<file path="config.mk">
export PLATFORM = sky130hd
export DESIGN_NAME = wb_arbiter
export DESIGN_NICKNAME = d
export VERILOG_FILES = /design/src/rtl/wb_pkg.sv /design/src/rtl/wb_timeout_cnt.sv /design/src/rtl/wb_arbiter.sv
export SDC_FILE = /design/constraint.sdc
export NUM_CORES = 1
export LEC_CHECK = 0
export ABC_AREA = 1
export CORE_AREA = 3 3 121 123
export CTS_CLUSTER_DIAMETER = 80
export CTS_CLUSTER_SIZE = 14
export DETAILED_ROUTE_END_ITERATION = 10
export DIE_AREA = 0 0 124 126
export PLACE_DENSITY = 0.68
export SKIP_CTS_REPAIR_TIMING = 1
export SYNTH_ARGS = -nofsm -noshare
export SYNTH_HDL_FRONTEND = slang
export SYNTH_SLANG_ARGS = --single-unit
</file>
<file path="constraint.sdc">
create_clock -name sys_clk -period 1.76 [get_ports sys_clk]
set_clock_uncertainty 0.2 [all_clocks]
set_input_delay 0.176 -clock sys_clk [delete_from_list [all_inputs] [get_ports sys_clk]]
set_output_delay 0.176 -clock sys_clk [all_outputs]
set_load 0.01 [all_outputs]
</file>
<file path="src/rtl/wb_pkg.sv">
// Shared Wishbone definitions: default bus widths and the arbiter state encoding.
package wb_pkg;

    localparam int WB_ADR_W = 32;
    localparam int WB_DAT_W = 32;

    typedef enum logic [1:0] {
        ST_IDLE,
        ST_BUSY,
        ST_ABORT
    } wb_state_e;

endpackage

</file>
<file path="src/rtl/wb_timeout_cnt.sv">
// Stall counter for a Wishbone slave port; o_expire flags the last tolerated stalled cycle.
module wb_timeout_cnt #(
    parameter int TIMEOUT = 1024
) (
    input  logic i_clk,
    input  logic i_rst_n,
    input  logic i_stall,
    output logic o_expire
);

    localparam int CNT_W = (TIMEOUT > 0) ? $clog2(TIMEOUT + 1) : 1;
    localparam logic [CNT_W-1:0] LAST = CNT_W'((TIMEOUT > 0) ? TIMEOUT - 1 : 0);

    logic [CNT_W-1:0] r_cnt;

    // With TIMEOUT == 0 the counter still runs but can never expire.
    assign o_expire = (TIMEOUT > 0) && i_stall && (r_cnt == LAST);

    always_ff @(posedge i_clk or negedge i_rst_n) begin
        if (!i_rst_n) begin
            r_cnt <= '0;
        end else if (!i_stall || o_expire) begin
            r_cnt <= '0;
        end else begin
            r_cnt <= r_cnt + 1'b1;
        end
    end

endmodule

</file>
<file path="src/rtl/wb_arbiter.sv">
// Two-master Wishbone classic arbiter: round-robin per bus cycle, stuck-slave timeout returns err.
module wb_arbiter
    import wb_pkg::*;
#(
    parameter int ADR_W   = WB_ADR_W,
    parameter int DAT_W   = WB_DAT_W,
    parameter int TIMEOUT = 1024
) (
    input  logic               sys_clk,
    input  logic               sys_rst_n,
    input  logic [ADR_W-1:0]   m0_adr_i,
    input  logic [DAT_W-1:0]   m0_dat_i,
    output logic [DAT_W-1:0]   m0_dat_o,
    input  logic [DAT_W/8-1:0] m0_sel_i,
    input  logic               m0_we_i,
    input  logic               m0_stb_i,
    input  logic               m0_cyc_i,
    output logic               m0_ack_o,
    output logic               m0_err_o,
    input  logic [ADR_W-1:0]   m1_adr_i,
    input  logic [DAT_W-1:0]   m1_dat_i,
    output logic [DAT_W-1:0]   m1_dat_o,
    input  logic [DAT_W/8-1:0] m1_sel_i,
    input  logic               m1_we_i,
    input  logic               m1_stb_i,
    input  logic               m1_cyc_i,
    output logic               m1_ack_o,
    output logic               m1_err_o,
    output logic [ADR_W-1:0]   s_adr_o,
    output logic [DAT_W-1:0]   s_dat_o,
    output logic [DAT_W/8-1:0] s_sel_o,
    output logic               s_we_o,
    output logic               s_stb_o,
    output logic               s_cyc_o,
    input  logic [DAT_W-1:0]   s_dat_i,
    input  logic               s_ack_i,
    input  logic               s_err_i
);

    wb_state_e r_state;
    logic      r_owner;
    logic      r_last;
    logic      r_to_err;

    logic [1:0] w_req;
    logic       w_gnt;
    logic       w_own_cyc;
    logic       w_busy;
    logic       w_stall;
    logic       w_expire;

    assign w_req     = {m1_cyc_i, m0_cyc_i};
    // A lone requester wins outright; on contention the master that did not go last wins.
    assign w_gnt     = (w_req == 2'b11) ? ~r_last : w_req[1];
    assign w_own_cyc = r_owner ? m1_cyc_i : m0_cyc_i;
    assign w_busy    = (r_state == ST_BUSY);
    assign w_stall   = s_stb_o && !s_ack_i && !s_err_i;

    wb_timeout_cnt #(
        .TIMEOUT(TIMEOUT)
    ) u_timeout (
        .i_clk   (sys_clk),
        .i_rst_n (sys_rst_n),
        .i_stall (w_stall),
        .o_expire(w_expire)
    );

    always_ff @(posedge sys_clk or negedge sys_rst_n) begin
        if (!sys_rst_n) begin
            r_state  <= ST_IDLE;
            r_owner  <= 1'b0;
            r_last   <= 1'b1;
            r_to_err <= 1'b0;
        end else begin
            r_to_err <= 1'b0;
            case (r_state)
                ST_IDLE: begin
                    if (w_req != 2'b00) begin
                        r_state <= ST_BUSY;
                        r_owner <= w_gnt;
                        r_last  <= w_gnt;
                    end
                end
                ST_BUSY: begin
                    if (!w_own_cyc) begin
                        r_state <= ST_IDLE;
                    end else if (w_expire) begin
                        r_state  <= ST_ABORT;
                        r_to_err <= 1'b1;
                    end
                end
                ST_ABORT: begin
                    if (!w_own_cyc) begin
                        r_state <= ST_IDLE;
                    end
                end
                default: r_state <= ST_IDLE;
            endcase
        end
    end

    always_comb begin
        s_adr_o  = '0;
        s_dat_o  = '0;
        s_sel_o  = '0;
        s_we_o   = 1'b0;
        s_stb_o  = 1'b0;
        s_cyc_o  = 1'b0;
        m0_dat_o = '0;
        m1_dat_o = '0;
        m0_ack_o = 1'b0;
        m1_ack_o = 1'b0;
        m0_err_o = 1'b0;
        m1_err_o = 1'b0;
        if (r_state != ST_IDLE) begin
            s_adr_o = r_owner ? m1_adr_i : m0_adr_i;
            s_dat_o = r_owner ? m1_dat_i : m0_dat_i;
            s_sel_o = r_owner ? m1_sel_i : m0_sel_i;
            s_we_o  = r_owner ? m1_we_i  : m0_we_i;
        end
        if (w_busy) begin
            s_stb_o = r_owner ? m1_stb_i : m0_stb_i;
            s_cyc_o = r_owner ? m1_cyc_i : m0_cyc_i;
        end
        // Slave responses reach only the owner, and only while BUSY; ABORT drops late ones.
        if (r_owner) begin
            m1_dat_o = w_busy ? s_dat_i : '0;
            m1_ack_o = w_busy && s_ack_i;
            m1_err_o = (w_busy && s_err_i) || r_to_err;
        end else begin
            m0_dat_o = w_busy ? s_dat_i : '0;
            m0_ack_o = w_busy && s_ack_i;
            m0_err_o = (w_busy && s_err_i) || r_to_err;
        end
    end

endmodule

</file>
# --- Word level (Yosys, flattened, before mapping) ---
# Cells that the tools add are included.
word_totals:
  word_cells: 58
  regBits: 16
  in_bits: 178
op_classes:
  addsub: 1
  n_reduce_logical: 15
  n_eq_ne: 7
  n_mux: 29
  n_bitwise: 1
op_table:
  columns: ["op", "n"]
  rows:
  - ["2-to-1 mux 32 bit", 7]
  - ["2-to-1 mux 1 bit", 14]
  - ["adder 11 x 1 -> 11 bit, second input constant", 1]
  - ["equality test 11 x 10 -> 1 bit, second input constant", 1]
  - ["2-to-1 mux 11 bit", 1]
  - ["2-to-1 mux 2 bit", 4]
  - ["2-to-1 mux 4 bit", 2]
  - ["one-hot mux 2 bit (3 select lines)", 1]
  - ["logical AND 1 bit", 5]
  - ["equality test 2 bit, second input constant", 2]
  - ["!= test 2 bit, second input constant", 2]
  - ["nonzero test 2 bit", 2]
  - ["logical NOT 1 bit", 3]
  - ["!= test 3 x 2 -> 1 bit, second input constant", 1]
  - ["AND reduction 3 bit", 1]
  - ["equality test 2 x 1 -> 1 bit, second input constant", 1]
  - ["logical NOT 2 bit", 1]
  - ["logical OR 1 bit", 2]
  - ["AND reduction 2 bit", 1]
  - ["inverter 1 bit", 1]

# --- Logic depth before layout (Yosys ltp) ---
depth:
  word_depth: 8
  ltp_mapped: 9

# --- Cells and area by module ---
# A second synthesis with hierarchy kept.
unflattened:
  cells_unflattened: 453
  hier_area_um2: 2653.8
modules_own_cells:
  columns: ["module", "instances", "seq_area_each_um2", "area_per_inst_um2", "cells_each"]
  rows:
  - ["wb_arbiter", 1, 126.4, 2079.5, 384]
  - ["wb_timeout_cnt", 1, 275.3, 574.3, 69]

# --- Least setup slack after synthesis ---
# No wires, ideal clock.
synth_path:
  kind: "reg2out"
  startpoint: "register r_owner"
  endpoint: "output port s_adr_o[0]"
  arrival_ps: 1100
  path_stages_with_launch: 7
  setup_slack_ps: 284
  cell_sequence: "dfrtp_1 > buf_4 > inv_4 > buf_6 > buf_2 > nand2_1 > a21oi_1"
synth_between:
  elab_chain_len: 2
synth_rtl:
  columns: ["element", "line_no", "text"]
  rows:
  - ["from (decl)", "wb_arbiter.sv:41", "logic r_owner;"]
  - ["from (signal assigned)", "wb_arbiter.sv:80", "r_owner <= w_gnt;"]
  - ["2-to-1 mux 32 bit", "wb_arbiter.sv:116", "s_adr_o = r_owner ? m1_adr_i : m0_adr_i;"]
  - ["2-to-1 mux 32 bit", "wb_arbiter.sv:115", "if (r_state != ST_IDLE) begin"]
  - ["to (decl)", "wb_arbiter.sv:29", "output logic [ADR_W-1:0] s_adr_o,"]
# Every way passes these cells.

# --- Worst setup path in the final report ---
layout_path:
  startpoint: "register r_owner"
  endpoint: "output port m1_dat_o[30]"
layout_between:
  elab_chain_len: 1
layout_rtl:
  columns: ["element", "line_no", "text"]
  rows:
  - ["2-to-1 mux 32 bit", "wb_arbiter.sv:126", "if (r_owner) begin"]
  - ["to (decl)", "wb_arbiter.sv:22", "output logic [DAT_W-1:0] m1_dat_o,"]
# Every way passes these cells.

==> flow_results.org <==
** Worst hold path
- Startpoint of the worst hold path :: r_last
- The worst hold path belongs to the class reg -> reg.

** Detailed routing
- Total detailed-routing wirelength :: approximately 15000 um
- Residual DRC count :: 0
- For this run, the detailed router's first-pass iteration total came to 4.
- The detailed router placed 4190 vias in this run.
- In the final routed layout, each cell accounts on average for 15.24 um.
- After detailed routing, the number of vias per cell comes to 4.297.
- For this block, the initial DRC count from the detailed router was 182.
- In this run the remaining antenna-violating nets after routing total 0.

** STA
- Post-route clock period utilization :: 1.055
- Measured slew at the worst slew-check pin :: 0.2745 ns
- Time the worst path needs with I/O delays and setup :: between 1.5 and 2 ns
- Measured against its own limit, the worst slew margin works out to 0.8164.
- Max Transition Viols Final :: 0
- Final WS setup :: -0.09743 ns
- The number of hold violations in the final report is 0.
- Hold timing on the final database bottoms out at a slack of approximately 0.28 ns.
- Setup repair after global routing could not meet its margin everywhere.
- After routing, the total negative slack on setup checks comes to -5.014 ns.
- Peak clock frequency supported by timing :: 538.4 MHz
- Total of endpoints with negative setup slack in the final report :: approximately 130

** Global route
- Across every metal layer, demand over resource in global routing totals 0.1623.
- The first global-routing pass estimated 20640 um of wire.
- The number of antenna violations at the first check in global routing was 0.
- Grt total ovfl :: 0
- Maximum number of pins on one net before global-route repair :: 37
- Vias in the first global route :: about 4000

** Placement
- In this run, placement finished with an instance count of 960.
- Before CTS, the worst setup slack after placement is -0.2435 ns.
- Input and output buffers added on the ports amount to around 320.
- Placer's final routability congestion estimate :: 0.8423
- Final HPWL from detailed placement :: 11750 um
- Placed cell area :: 6246 sq um

** Power
- Max IR drop VDD :: 0.0006767 V
- Dividing total power by cell area gives a power density of 1293 nW/um^2.
- Design Power :: 7.911 mW
- For this design the static power due to leakage is 3.027 nW.

** Logic synthesis
- Mean cell area of the mapped netlist :: 5.677 sq um
- The synthesized netlist contains 24 unique library cells.
- Total of warnings raised by yosys :: 0
- The cell area that synthesis handed to floorplanning was roughly 2600 sq um.
- Counting every instance in the synthesized netlist gives between 400 and 500.
- Largest cells by area after synthesis :: sky130_fd_sc_hd__nand2_1 25%, sky130_fd_sc_hd__nor3_2 16%, sky130_fd_sc_hd__dfrtp_1 15%
- #FFs+latches synth :: 16
- Largest area contributor in the synthesized netlist :: sky130_fd_sc_hd__nand2_1
- For this run, the register share of the synthesized area comes to 0.1565.
- Of the post-synthesis cell area, the dominant cell type holds 0.2487.
- Post-synth net total :: 631

** Setup path
- At the worst endpoint, the arrival time is 1.48 ns.
- CP Buf/Inv Count :: 4
- The largest single stage delay on the critical path is 0.48 ns.
- Largest fanout of any net on the critical path :: 18
- The most critical setup path has its startpoint at r_owner.
- The slowest stage of the critical path is the sky130_fd_sc_hd__dfrtp_4 cell.
- Startpoint kind of the worst setup timing path :: register
- Among cell families on the critical path, the largest total delay comes from buffers and inverters.
- At the worst endpoint, the required time is 1.38 ns.
- The most numerous cell type found on the critical path is sky130_fd_sc_hd__buf_12.
- In this run the critical register-to-register path is launched from r_owner.
- The worst setup path is of the reg -> out kind.
- Traced cell by cell, the critical path runs through clkinv_8 -> buf_12 -> buf_12 -> nor3_2 -> clkbuf_2.
- STA classifies the critical path endpoint as an output pin.

** Clock tree
- The later pin in the worst-skew pair is clocked with a latency of 0.25 ns.
- TritonCTS built the clock tree.
- In this run the number of H-tree levels came out at 1.
- TritonCTS Buffers :: 3
- Clock-pin slew on the worst setup and hold paths :: 0.05 ns
- The clock drives 16 sinks.
- The tree is rooted in a sky130_fd_sc_hd__clkbuf_16.
- No sink is reached through more buffers than the 2 on the longest clock path.

** Flow run
- Across the run, the number of max-cap violations was 0.

** Die
- The floorplan has 43 rows.
- The die covers 15620 sq um.
- Die boundary height :: 126 um
- Area of the core :: 13770 sq um
- Die Width :: 124 um
- Starting Density :: 0.1863
- # IOs :: 317

** Final layout
- With fillers left out, the area of the finished cells amounts to 6118 sq um.
- The number of antenna diodes in the final layout is 0.
- From synthesis to final layout, the design area changed by 138.4%.
- Measured on the finished design, the core utilization comes to 0.4442.
- Total of fill cells in the finished design :: 1463
- Total number of nets in the final design :: roughly 1000
- The finished layout holds 975 standard cells, fillers aside.
- Fraction of layout instances using a drive strength above 1 :: 0.3472

** Outcome
- Run status :: complete, but fails checks
- Violations in the final reports :: setup timing
[power breakdown]
part	internal, mW	total [mW]	switching, mW
Sequential	0.423	0.476	0.0531
Combinational	3.25	6.94	3.69
Clock	0.346	0.494	0.148
Total	4.02	7.91	3.89
[flip-flops by register name (all words and copies together), names as in the netlist]
name             count
r_last               1
r_owner              1
r_state              2
r_to_err             1
u_timeout.r_cnt     11
[cell type report]
| type | count | area (sq um) | share of cell area |
|---|---|---|---|
| multi-input cells | 352 | 1923 | 0.3143 |
| inverters | 47 | 193.9 | 0.03170 |
| repair buffers | 376 | 3282 | 0.5364 |
| flip-flops and latches | 16 | 405.4 | 0.06626 |
| clock buffers | 4 | 88.84 | 0.01452 |
| well taps | 180 | 225.2 | 0.03681 |
[routing by layer]
layer / share of wire / global-route usage / wire [um]
met1: 0.39 / 0.1936 / 5776
met2: 0.52 / 0.3067 / 7714
met3: 0.082 / 0.02470 / 1216
met4: 0.010 / 0.02577 / 150
met5: 0 / 0 / 0
[worst min-delay path, delay by kind of cell (launching register included)]
family / cells / cell delay [ns]
AND/OR/NAND/NOR: 2 / 0.11
flip-flops: 1 / 0.37
[layout by cell type, fill, tap and decap left out, types with 2 or more instances in the layout]
master                            synthesis  layout
sky130_fd_sc_hd__buf_12                   0      11
sky130_fd_sc_hd__clkdlybuf4s50_1          0     177
sky130_fd_sc_hd__buf_2                   22      78
sky130_fd_sc_hd__nor3_2                  40      54
sky130_fd_sc_hd__clkbuf_16                0       6
sky130_fd_sc_hd__a21oi_2                  0       8
sky130_fd_sc_hd__xor2_1                   3       3
sky130_fd_sc_hd__dfrtp_1                 15      14
sky130_fd_sc_hd__nand3_1                 10      10
sky130_fd_sc_hd__nand2_4                  1       4
sky130_fd_sc_hd__clkbuf_2                 0      52
sky130_fd_sc_hd__dlymetal6s2s_1           0       7
sky130_fd_sc_hd__buf_8                    0       5
sky130_fd_sc_hd__inv_2                    3       3
sky130_fd_sc_hd__inv_1                   43      42
sky130_fd_sc_hd__nor3_1                  26      10
sky130_fd_sc_hd__nor2_1                  24      23
sky130_fd_sc_hd__buf_4                    3      26
sky130_fd_sc_hd__xnor2_1                  2       2
sky130_fd_sc_hd__nor3_4                   0       2
sky130_fd_sc_hd__nor2_4                   1       2
sky130_fd_sc_hd__a21oi_1                 70      62
sky130_fd_sc_hd__buf_6                    6      15
sky130_fd_sc_hd__nand2_1                170     164
sky130_fd_sc_hd__nand2_2                  0       3
[cells in the mapped netlist]
cell type,count
sky130_fd_sc_hd__nand2_1,170
sky130_fd_sc_hd__buf_2,22
sky130_fd_sc_hd__buf_4,3
sky130_fd_sc_hd__inv_2,3
sky130_fd_sc_hd__nand3_1,10
sky130_fd_sc_hd__nor2_1,24
sky130_fd_sc_hd__nor2_2,1
sky130_fd_sc_hd__a21oi_1,70
sky130_fd_sc_hd__nor2_4,1
sky130_fd_sc_hd__nand2_4,1
sky130_fd_sc_hd__nand4_1,1
sky130_fd_sc_hd__xor2_1,3
sky130_fd_sc_hd__dfstp_2,1
sky130_fd_sc_hd__buf_6,6
sky130_fd_sc_hd__ha_1,1
sky130_fd_sc_hd__dfrtp_1,15
sky130_fd_sc_hd__clkbuf_1,6
sky130_fd_sc_hd__o21ai_1,1
sky130_fd_sc_hd__xnor2_1,2
sky130_fd_sc_hd__nor3_2,40
sky130_fd_sc_hd__nor3_1,26
sky130_fd_sc_hd__inv_4,1
sky130_fd_sc_hd__inv_1,43
sky130_fd_sc_hd__a21o_1,1
[cell families (layout without fill, tap and decap cells)]
group	Yosys count	count (layout)	share of synthesized area
AOI/OAI and AO/OA	72	72	0.1414
and+or+nand+nor	274	274	0.5236
adders and majority gates	1	1	0.004875
buffers and inverters	84	427	0.1565
DFF	16	16	0.1565
xor gates and xnor gates	5	5	0.01707
[worst paths after layout]
check / end / slack (ns) / depth (start not counted)
max: m1_dat_o[30] / -0.1 / 5
min: r_last / 0.28 / 2
max reg2reg: r_state[1] / 0.11 / 9
min reg2reg: r_last / 0.28 / 2
max in group asynchronous: u_timeout.r_cnt[3] / 0.40 / 3
min in group asynchronous: r_state[1] / 0.51 / 2
No activity file was read; power rests on OpenSTA's default activity.
